## config.mk

```make
export PLATFORM = sky130hd
export DESIGN_NAME = ram_frame_writer
export DESIGN_NICKNAME = d
export VERILOG_FILES = /design/src/rtl/ram_frame_writer.sv
export SDC_FILE = /design/constraint.sdc
export NUM_CORES = 1
export LEC_CHECK = 0
export ABC_AREA = 1
export CAP_MARGIN = 20
export CORE_ASPECT_RATIO = 1.2
export CORE_UTILIZATION = 44
export DETAILED_ROUTE_END_ITERATION = 10
export GPL_ROUTABILITY_DRIVEN = 1
export HOLD_SLACK_MARGIN = 0.05
export PLACE_DENSITY_LB_ADDON = 0.08
export SKIP_LAST_GASP = 1
export SLEW_MARGIN = 15
export SYNTH_ARGS = -nofsm -noshare
export SYNTH_HDL_FRONTEND = slang
export SYNTH_SLANG_ARGS = --single-unit
```

## constraint.sdc

```tcl
create_clock -name clk -period 1.6 [get_ports clk]
set_input_delay 0.32 -clock clk [delete_from_list [all_inputs] [get_ports clk]]
set_output_delay 0.32 -clock clk [all_outputs]
set_load 0.02 [all_outputs]
```

## src/rtl/ram_frame_writer.sv

```systemverilog
// ram_frame_writer: writes valid/ready frames into the dual-clock RAM from address 0
// and holds each stored frame (with its length) until the reader acknowledges it.
module ram_frame_writer #(
    parameter int DATA_W = 16,
    parameter int ADDR_W = 3,
    parameter int DEPTH  = 2**ADDR_W
) (
    input  logic              clk,
    input  logic              clr_n,
    input  logic              in_valid,
    input  logic [DATA_W-1:0] in_data,
    input  logic              in_last,
    output logic              in_ready,
    output logic              ram_we,
    output logic [ADDR_W-1:0] ram_wr_add,
    output logic [DATA_W-1:0] ram_d_in,
    output logic              frame_ready,
    output logic [ADDR_W:0]   frame_len,
    output logic              overflow,
    input  logic              frame_ack
);
    typedef enum logic [1:0] {IDLE, FILL, DROP, HOLD} state_t;
    localparam logic [ADDR_W:0] FULL = (ADDR_W+1)'(DEPTH);
    state_t            state, state_d;
    logic [ADDR_W:0]   cnt, cnt_d, len_d;
    logic [ADDR_W-1:0] add_d;
    logic [DATA_W-1:0] din_d;
    logic              held, we_d, ovf_d, fr_d, xfer;
    assign xfer = in_valid & in_ready;
    always_comb begin
        state_d = state;
        cnt_d   = cnt;
        we_d    = 1'b0;
        add_d   = ram_wr_add;
        din_d   = ram_d_in;
        ovf_d   = 1'b0;
        fr_d    = frame_ready;
        len_d   = frame_len;
        case (state)
            IDLE, FILL: if (xfer) begin
                we_d    = 1'b1;
                add_d   = cnt[ADDR_W-1:0];
                din_d   = in_data;
                cnt_d   = cnt + 1'b1;
                state_d = in_last ? HOLD : (cnt_d == FULL ? DROP : FILL);
            end
            DROP: if (xfer) begin
                ovf_d   = 1'b1;
                state_d = in_last ? HOLD : DROP;
            end
            HOLD: if (frame_ready && frame_ack) begin
                state_d = IDLE;
                cnt_d   = '0;
                fr_d    = 1'b0;
                len_d   = '0;
            end else if (held) begin
                // one settling cycle in HOLD so the final RAM write lands before frame_ready
                fr_d  = 1'b1;
                len_d = cnt;
            end
            default: state_d = IDLE;
        endcase
    end
    always_ff @(posedge clk or negedge clr_n) begin
        if (!clr_n) begin
            state       <= IDLE;
            cnt         <= '0;
            held        <= 1'b0;
            in_ready    <= 1'b0;
            ram_we      <= 1'b0;
            ram_wr_add  <= '0;
            ram_d_in    <= '0;
            frame_ready <= 1'b0;
            frame_len   <= '0;
            overflow    <= 1'b0;
        end else begin
            state       <= state_d;
            cnt         <= cnt_d;
            held        <= state == HOLD;
            in_ready    <= state_d != HOLD;
            ram_we      <= we_d;
            ram_wr_add  <= add_d;
            ram_d_in    <= din_d;
            frame_ready <= fr_d;
            frame_len   <= len_d;
            overflow    <= ovf_d;
        end
    end
endmodule
```

==> summary.txt, run 1 <==
Logic synthesis
  – Syn Inst Count: 153
  – Synth Net Count: 175
  – Post-synth top cells: nand2_1 (67), dfrtp_1 (34), nand3_1 (11)
  – EDFF count, synth: 0
  – Post-Synthesis Cell Area: 1390 µm²
  – Synth Area in Simple Gates: 0.281
  – Synth area leader: dfrtp_1
  – Ys flop type: dfrtp_1
  – Distinct cells, synth: 17
  – Compound-Gate Fraction of Synth Area: 0.0468
  – Largest family of logic cells by synthesized area: simple AND/OR/NAND/NOR gates
  – Share of the synthesized area in the top cell type: 0.613
  – Number of synthesized register bits: 34
  – Count leader, synth: nand2_1
  – Mapped Avg Cell Area: 9.08 µm²
  – Seq/Total Area, Yosys: 0.613
  – XOR/XNOR Fraction of Synth Area: 0
  – Synth Area in Adders: 0.00901
  – Ys async rst share: 1.00
  – Area contributors post-synth: dfrtp_1 (61%), nand2_1 (18%), nand3_1 (4.0%)
  – Multiplexer share of the synthesized area: 0
  – Yosys warning count: 0

Setup path
  – Crit end category: primary output
  – Crit path from: frame_ready
  – Crit path max fanout: 3
  – Data arrival, critical path: 1.06 ns
  – Termination of the worst setup path: frame_ready
  – CP max stage delay: 0.41 ns
  – Levels on crit path: 1
  – WP buf/inv: 1
  – Worst r2r src: cnt[0]
  – Top Family by Delay on Critical Path: flip-flops
  – Slowest CP cell: dfrtp_1
  – CP Launch Type: flop
  – Ordered list of cells on the worst path: dlygate4sd2_1
  – R2R cell count: 8
  – R2r endpoint: in_ready
  – R2R setup slack: 0.36 ns
  – CP Data Required Time: 1.28 ns
  – Worst setup path class: flop to primary output

Finish
  – Inserted Diodes: 0
  – Layout fillers: 271
  – Final Util: 0.670
  – Final Cell Area: 1940 µm²
  – Layout cell share with drive strength beyond 1: 0.0966
  – Area grow syn2layout: 39.5%
  – Nets: 229
  – Non-filler instance count after layout: 241

Die
  – Initial Utilization: 0.481
  – Core ar.: 2890 µm²
  – Row count: 21
  – Ports: 48
  – Die Span X: 53.3 µm
  – Full die area: 3390 µm²
  – Die H: 63.5 µm

Clocking
  – Root Driver: clkbuf_4
  – CTS buffer count: 5
  – # H-tree levels: 2
  – CTS tree: done
  – Worst-Skew Late Latency: 0.33 ns
  – Clock transition at path regs: 0.10 ns
  – Max clock buf depth: 2
  – Hold_buf cts: 0
  – Clock sinks: 34
  – Post-CTS Setup Inserts: 0

GRT
  – GRT Total Usage: 0.204
  – Largest net degree at the start of global routing: 35
  – Vias in the first global route: 1204
  – Initial antenna violation count: 0
  – First-pass GRT wire length: 5000 µm
  – Gr ovfl total: 0

Placed design
  – Cells after DPL: 234
  – Routability Congestion: 0.805
  – Port bufs: 47
  – Post-DP HPWL: 2220 µm
  – Pre-CTS setup slack: -0.0252 ns
  – Placed inst area: 1920 µm²

Timing
  – Period Utilization, post-route: 0.865
  – Worst setup margin: 0.216 ns
  – Fin. max-slew vios: 0
  – Worst-margin pin slew: 0.418 ns
  – Setup violators final: 0
  – Final Hold Vio Count: 0
  – WHS: 0.384 ns
  – FMAX: 0.722 GHz
  – Crit path time final: 1.38 ns
  – RSZ-0062 raised after global routing: false
  – Clock skew: 0.00882 ns
  – Slew margin rel.: 0.721

Flow run
  – Total of max-cap violations: 0

Min path
  – Hold WC Path Type: primary input to async pin

Routing
  – Post-route ant nets: 0
  – 1st-iter DRT viols: 22
  – Via/cell ratio: 4.97
  – Vias: 1198
  – Drt drc: 0
  – DR WL/cell: 12.2 µm
  – WL final: 2950 µm
  – Pre-antenna DRT Iters: 4

Power
  – Power per cell area: 1750 nW/µm²
  – Max VDD drop: 0.997 mV
  – Static leakage: 1.07 nW

Status
  – Status: finished, final reports clean
[per-stage QoR]
stage / power (mW) / TNS, ns
floorplan: 2.37 / 0
global placement: 3.15 / 0
detailed placement: 3.21 / -0.151
CTS: 3.44 / 0
global route: 3.64 / 0
finish: 3.39 / 0
[per-layer routing]
layer  up-vias  part of all wire  global-route usage
li1        585                 -                   -
met1       563              0.40               0.218
met2        43              0.52               0.352
met3         7             0.053              0.0556
met4         0             0.019              0.0987
met5         -                 0                   0
[sequential cells by signal, summed over array words and instances, names as in the netlist]
register     flops
held             1
frame_len        4
ram_wr_add       3
in_ready         1
ram_d_in        16
state            2
frame_ready      1
overflow         1
cnt              4
ram_we           1
[cell families after synthesis]
logic type | after synthesis
flip-flops | 34
AO/OA/AOI/OAI | 11
buffers and inverters | 16
adder cells (fa/ha/maj) | 1
AND/OR/NAND/NOR | 91
[cell usage in the layout (no fill, tap or decap), types with 2 or more instances in the layout]
master           count
buf_4                3
inv_2                2
nor2_1               5
nand4_1              2
clkinv_2             2
clkdlybuf4s50_1     20
clkbuf_4             5
inv_1               10
o21ai_0              8
nand2_2              4
nand3_1             11
dlygate4sd2_1       26
nand2_1             67
dfrtp_1             34
[what timing repair did]
action / CTS / global route
hold endpoints to repair: 0 / 0
cloned: 0 / 0
gates resized for setup: 26 / 1
setup endpoints to repair: 26 / 1
[final cells by class]
class / instances / area, µm² / share of cell area
Inverter: 12 / 45.0 / 0.0233
Clock buffer: 5 / 37.5 / 0.0194
Multi-Input combinational cell: 103 / 468 / 0.242
Timing Repair Buffer: 51 / 483 / 0.249
Clock inverter: 2 / 10.0 / 0.00517
Tap cell: 34 / 42.5 / 0.0220
Sequential cell: 34 / 851 / 0.439
[power breakdown]
group	internal [mW]	leakage, nW	total, mW	switching (mW)
registers	1.20	0.433	1.43	0.224
clock network	0.158	0.0308	0.427	0.269
logic	0.587	0.610	1.53	0.947
[worst min path at each step]
stage | startpoint | endpoint | depth (start not counted) | slack (ns)
after floorplan | clr_n | cnt[0] | 0 | 0.02
after global placement | ram_d_in[2] | ram_d_in[2] | 2 | 0.46
after detailed placement | ram_d_in[3] | ram_d_in[3] | 2 | 0.46
after CTS | clr_n | frame_len[2] | 2 | 0.39
after global routing | clr_n | ram_wr_add[1] | 2 | 0.42
final | clr_n | frame_len[2] | 2 | 0.38
Note: power is estimated with default switching activity, not from simulation.
==> run 2, diff against run 1 <==
- RECOVER_POWER: default -> 100
==> run 2 against run 1 <==
Effect of this change:
- maximum frequency about the same
- critical path depth unchanged
- die area unchanged
- cell count unchanged
- non-clock buffer count unchanged
- sequential share of layout area up 0.60 points
- critical path type unchanged
==> summary.txt, run 2 (same netlist as run 1, synthesis figures left out) <==
Die
  – Core ar.: 2890 µm² (unchanged)
  – Row count: 21 (unchanged)
  – Die H: 63.5 µm (unchanged)
  – Initial Utilization: 0.481 (unchanged)
  – Full die area: 3390 µm² (unchanged)
  – Die Span X: 53.3 µm (unchanged)
  – Ports: 48 (unchanged)

Power
  – Max VDD drop: 0.999 mV (was 0.997 mV)
  – Power per cell area: 1750 nW/µm² (about the same)
  – Static leakage: 1.05 nW (was 1.07 nW)

Timing
  – Final Hold Vio Count: 0 (unchanged)
  – Fin. max-slew vios: 0 (unchanged)
  – Period Utilization, post-route: 0.865 (about the same)
  – Clock skew: 0.00850 ns (was 0.00882 ns)
  – Slew margin rel.: 0.450 (was 0.721)
  – FMAX: 0.722 GHz (about the same)
  – Setup violators final: 0 (unchanged)
  – Crit path time final: 1.38 ns (about the same)
  – Fin Setup TNS: 0 ns (unchanged)
  – Worst-margin pin slew: 0.826 ns (was 0.418 ns)
  – RSZ-0062 raised after global routing: false (unchanged)
  – Worst setup margin: 0.216 ns (about the same)

Clocking
  – Max clock buf depth: 2 (unchanged)
  – Post-CTS Setup Inserts: 0 (unchanged)
  – Worst-Skew Late Latency: 0.32 ns (was 0.33 ns)
  – Clock transition at path regs: 0.10 ns (about the same)
  – # H-tree levels: 2 (unchanged)
  – Hold_buf cts: 0 (unchanged)
  – Clock sinks: 34 (unchanged)
  – Root Driver: clkbuf_4 (unchanged)
  – Post_cts resized: 26 (unchanged)
  – CTS tree: done (unchanged)
  – CTS buffer count: 5 (unchanged)

Setup path
  – Worst setup path class: flop to primary output (unchanged)
  – R2R cell count: 6 (was 8)
  – Crit path max fanout: 3 (unchanged)
  – Ordered list of cells on the worst path: dlygate4sd2_1 (unchanged)
  – CP Launch Type: flop (unchanged)
  – Levels on crit path: 1 (unchanged)
  – Top Family by Delay on Critical Path: flip-flops (unchanged)
  – Data arrival, critical path: 1.06 ns (about the same)
  – CP Data Required Time: 1.28 ns (about the same)
  – Slowest CP cell: dfrtp_1 (unchanged)
  – CP max stage delay: 0.41 ns (about the same)
  – WP buf/inv: 1 (unchanged)
  – Crit end category: primary output (unchanged)

GRT
  – Initial antenna violation count: 0 (unchanged)
  – First-pass GRT wire length: 5000 µm (unchanged)
  – GRT Total Usage: 0.204 (unchanged)
  – Largest net degree at the start of global routing: 35 (unchanged)
  – Vias in the first global route: 1204 (unchanged)
  – Gr ovfl total: 0 (unchanged)

Min path
  – Hold WC Path Type: flop to flop (was primary input to async pin)
  – Hold path depth: 2

Placed design
  – Placed inst area: 1920 µm² (unchanged)
  – Port bufs: 47 (unchanged)
  – Routability Congestion: 0.805 (unchanged)
  – Pre-CTS setup slack: -0.0252 ns (unchanged)
  – Post-DP HPWL: 2220 µm (unchanged)

Status
  – Status: finished, final reports clean (unchanged)

Routing
  – Drt drc: 0 (unchanged)
  – Vias: 1186 (was 1198)
  – WL final: 2930 µm (was 2950 µm)
  – Via/cell ratio: 4.92 (was 4.97)
  – 1st-iter DRT viols: 20 (was 22)
  – Pre-antenna DRT Iters: 4 (unchanged)
  – Post-route ant nets: 0 (unchanged)
  – DR WL/cell: 12.2 µm (about the same)

Finish
  – Final Cell Area: 1910 µm² (was 1940 µm²)
  – Largest regs: ram_d_in x16, cnt x4, frame_len x4 (unchanged)
  – Nets: 229 (unchanged)
  – Max reg flops: 16 (unchanged)
  – Most frequent cells in the layout: nand2_1 (69), dfrtp_1 (34), dlygate4sd2_1 (26) (was nand2_1 (67), dfrtp_1 (34), dlygate4sd2_1 (26))
  – Register name with the most flops: ram_d_in (unchanged)
  – Layout fillers: 280 (was 271)
  – Commonest non-fill, non-tap cell in the layout: nand2_1 (unchanged)
  – Inserted Diodes: 0 (unchanged)
  – Area grow syn2layout: 37.6% (was 39.5%)
  – Layout cell share with drive strength beyond 1: 0.0725 (was 0.0966)

Flow run
  – Total of max-cap violations: 0 (unchanged)
run 2: worst min-delay path, cell delays in order (launching register included):
cell	delay [ns]
dfrtp_1	0.35
nand2_1	0.05
nand2_1	0.05
run 2: final cells by class:
| type | count | area [µm²] | share of cell area |
|---|---|---|---|
| sequential | 34 | 851 | 0.445 |
| timing repair buffer | 51 | 465 | 0.244 |
| clock inverter | 2 | 10.0 | 0.00524 |
| tap | 34 | 42.5 | 0.0223 |
| inverter | 12 | 45.0 | 0.0236 |
| multi-input combinational | 103 | 459 | 0.240 |
| clock buffer | 5 | 37.5 | 0.0196 |
run 2: metrics by stage:
step	hold slack (ns)	utilization	power [mW]	instances
3_5_place_dp	0.464	0.664	3.21	234
3_3_place_gp	0.462	0.664	3.15	234
4_1_cts	0.386	0.669	3.44	241
2_1_floorplan	0.0244	-	2.37	153
6_report	0.481	0.661	3.33	241
5_1_grt	0.506	0.661	3.59	241
run 2: metal layers:
metal  share of wire  GRT usage  vias to the layer above  routed length [µm]
met5               0          0                        -                   0
met4           0.019     0.0987                        0                  57
met3           0.054     0.0556                        7                 158
met2            0.53      0.352                       36                1560
met1            0.39      0.218                      559                1160
li1                -          -                      584                   -
run 2: report_power, final:
part | switching, mW | internal (mW)
clock | 0.265 | 0.158
combinational | 0.935 | 0.556
sequential | 0.219 | 1.20
run 2: worst paths after layout:
| path | slack [ns] | start | end |
|---|---|---|---|
| worst min register to register | 0.48 | ram_d_in[4] | ram_d_in[4] |
| max in group asynchronous | 0.47 | clr_n | ram_d_in[10] |
| min in group asynchronous | 0.61 | clr_n | frame_len[2] |
| worst max register to register | 0.25 | state[1] | cnt[1] |
| worst max-delay path | 0.22 | frame_ready | frame_ready |
| worst min-delay path | 0.48 | ram_d_in[4] | ram_d_in[4] |
==> run 3, diff against run 2 <==
- CAP_MARGIN: 20 -> default
- CORE_ASPECT_RATIO: 1.2 -> 1.75
==> run 3 against run 2 <==
Effect of this change:
- global-route usage grew 0.78 points
- setup slack lost 0.19 ns
- sequential power is essentially flat
- die area grew 0.23%
- largest power group unchanged
==> summary.txt, run 3 (same netlist as run 1, synthesis figures left out) <==
Die
  – Core ar.: 2960 µm² (was 2890 µm²)
  – Full die area: 3390 µm² (about the same)
  – Initial Utilization: 0.469 (was 0.481)
  – Die H: 76.3 µm (was 63.5 µm)
  – Ports: 48 (unchanged)
  – Die Span X: 44.5 µm (was 53.3 µm)
  – Row count: 26 (was 21)

Clocking
  – Max clock buf depth: 2 (unchanged)
  – Post_cts resized: 2 (was 26)
  – CTS buffer count: 5 (unchanged)
  – Clock transition at path regs: 0.07 ns (was 0.10 ns)
  – Post-CTS Setup Inserts: 0 (unchanged)
  – Root Driver: clkbuf_8 (was clkbuf_4)
  – # H-tree levels: 2 (unchanged)
  – CTS tree: done (unchanged)
  – Worst-Skew Late Latency: 0.29 ns (was 0.32 ns)
  – Clock sinks: 34 (unchanged)
  – Hold_buf cts: 0 (unchanged)

Timing
  – Final Hold Vio Count: 0 (unchanged)
  – Fin. max-slew vios: 0 (unchanged)
  – Slew margin rel.: 0.453 (was 0.450)
  – Worst setup margin: 0.0284 ns (was 0.216 ns)
  – Fin Setup TNS: 0 ns (unchanged)
  – WHS: 0.484 ns (was 0.481 ns)
  – RSZ-0062 raised after global routing: false (unchanged)
  – Worst-margin pin slew: 0.820 ns (was 0.826 ns)
  – Crit path time final: 1.57 ns (was 1.38 ns)
  – Period Utilization, post-route: 0.982 (was 0.865)
  – FMAX: 0.636 GHz (was 0.722 GHz)
  – Clock skew: 0.00604 ns (was 0.00850 ns)
  – Setup violators final: 0 (unchanged)

Placed design
  – Cells after DPL: 242 (was 234)
  – Port bufs: 47 (unchanged)
  – Routability Congestion: 0.817 (was 0.805)
  – Pre-CTS setup slack: 0.0128 ns (was -0.0252 ns)
  – Post-DP HPWL: 2170 µm (was 2220 µm)
  – Placed inst area: 1930 µm² (was 1920 µm²)

GRT
  – Vias in the first global route: 1237 (was 1204)
  – Met1 Use GR: 0.213 (was 0.218)
  – M2 GR Usage: 0.372 (was 0.352)
  – Largest net degree at the start of global routing: 35 (unchanged)
  – GRT busiest layer: met2 (unchanged)
  – GRT met3 Usage: 0.0569 (was 0.0556)
  – First-pass GRT wire length: 5300 µm (was 5000 µm)
  – Gr ovfl total: 0 (unchanged)
  – Initial antenna violation count: 0 (unchanged)
  – GRT Total Usage: 0.211 (was 0.204)

Routing
  – Pre-antenna DRT Iters: 4 (unchanged)
  – DR WL/cell: 11.8 µm (was 12.2 µm)
  – WL final: 2940 µm (was 2930 µm)
  – Drt drc: 0 (unchanged)
  – Post-route ant nets: 0 (unchanged)
  – Via/cell ratio: 4.79 (was 4.92)
  – 1st-iter DRT viols: 17 (was 20)
  – Vias: 1198 (was 1186)

Setup path
  – CP max stage delay: 0.62 ns (was 0.41 ns)
  – R2R cell count: 5 (was 6)
  – Worst setup path class: flop to primary output (unchanged)
  – Slowest CP cell: clkdlybuf4s50_1 (was dfrtp_1)
  – CP Data Required Time: 1.28 ns (about the same)
  – CP Launch Type: flop (unchanged)
  – Crit path max fanout: 2 (was 3)
  – Crit path from: ram_d_in[14] (was frame_ready)
  – Worst r2r src: frame_ready (was state[1])
  – Crit end category: primary output (unchanged)
  – Termination of the worst setup path: ram_d_in[14] (was frame_ready)
  – Ordered list of cells on the worst path: clkdlybuf4s50_1 (was dlygate4sd2_1)
  – Top Family by Delay on Critical Path: buffers and inverters (was flip-flops)
  – Data arrival, critical path: 1.25 ns (was 1.06 ns)
  – R2r endpoint: cnt[2] (was cnt[1])
  – WP buf/inv: 1 (unchanged)
  – R2R setup slack: 0.27 ns (was 0.25 ns)
  – Levels on crit path: 1 (unchanged)

Flow run
  – Total of max-cap violations: 0 (unchanged)

Min path
  – Hold path depth: 2 (unchanged)
  – Hold WC Path Type: flop to flop (unchanged)

Finish
  – Nets: 229 (unchanged)
  – Register name with the most flops: ram_d_in (unchanged)
  – Area grow syn2layout: 37.7% (was 37.6%)
  – Final Cell Area: 1910 µm² (about the same)
  – Max reg flops: 16 (unchanged)
  – Most frequent cells in the layout: nand2_1 (70), dfrtp_1 (34), clkdlybuf4s50_1 (29) (was nand2_1 (69), dfrtp_1 (34), dlygate4sd2_1 (26))
  – Non-filler instance count after layout: 250 (was 241)
  – Inserted Diodes: 0 (unchanged)
  – Largest regs: ram_d_in x16, cnt x4, frame_len x4 (unchanged)
  – Final Util: 0.646 (was 0.661)
  – Commonest non-fill, non-tap cell in the layout: nand2_1 (unchanged)
  – Layout cell share with drive strength beyond 1: 0.0721 (was 0.0725)

Power
  – Power per cell area: 1870 nW/µm² (was 1750 nW/µm²)
  – Static leakage: 0.961 nW (was 1.05 nW)
  – Power Total: 3.57 mW (was 3.33 mW)
  – Max VDD drop: 1.01 mV (was 0.999 mV)

Status
  – Status: finished, final reports clean (unchanged)
==> run 3: cell type report <==
type,count,area (µm²)
fill,279,1050
sequential,34,851
multi-input combinational,103,445
timing repair buffer,51,423
clock buffer,6,82.6
tap,42,52.6
inverter,12,45.0
clock inverter,2,12.5
==> run 3: per-layer routing <==
layer	up-vias	share of wire
li1	586	-
met1	573	0.38
met2	32	0.55
met3	7	0.046
met4	0	0.027
met5	-	0
==> run 3: worst min path at each step <==
stage	from	to
finish	ram_d_in[7]	ram_d_in[7]
global route	ram_d_in[3]	ram_d_in[3]
CTS	clr_n	frame_len[3]
detailed placement	ram_d_in[4]	ram_d_in[4]
global placement	ram_d_in[10]	ram_d_in[10]
floorplan	clr_n	cnt[0]
==> run 3: worst reg2reg max path, stage by stage, from the launching register on <==
cell,delay (ns)
dfrtp_1,0.37
nand2_1,0.11
o21ai_0,0.24
nand2_1,0.21
nand2_1,0.18
o32ai_1,0.10
==> run 3: where the power goes <==
group	switching (mW)	leakage [nW]	internal, mW
clock	0.312	0.0472	0.345
sequential	0.219	0.433	1.20
combinational	0.928	0.480	0.562
total	1.46	0.961	2.11
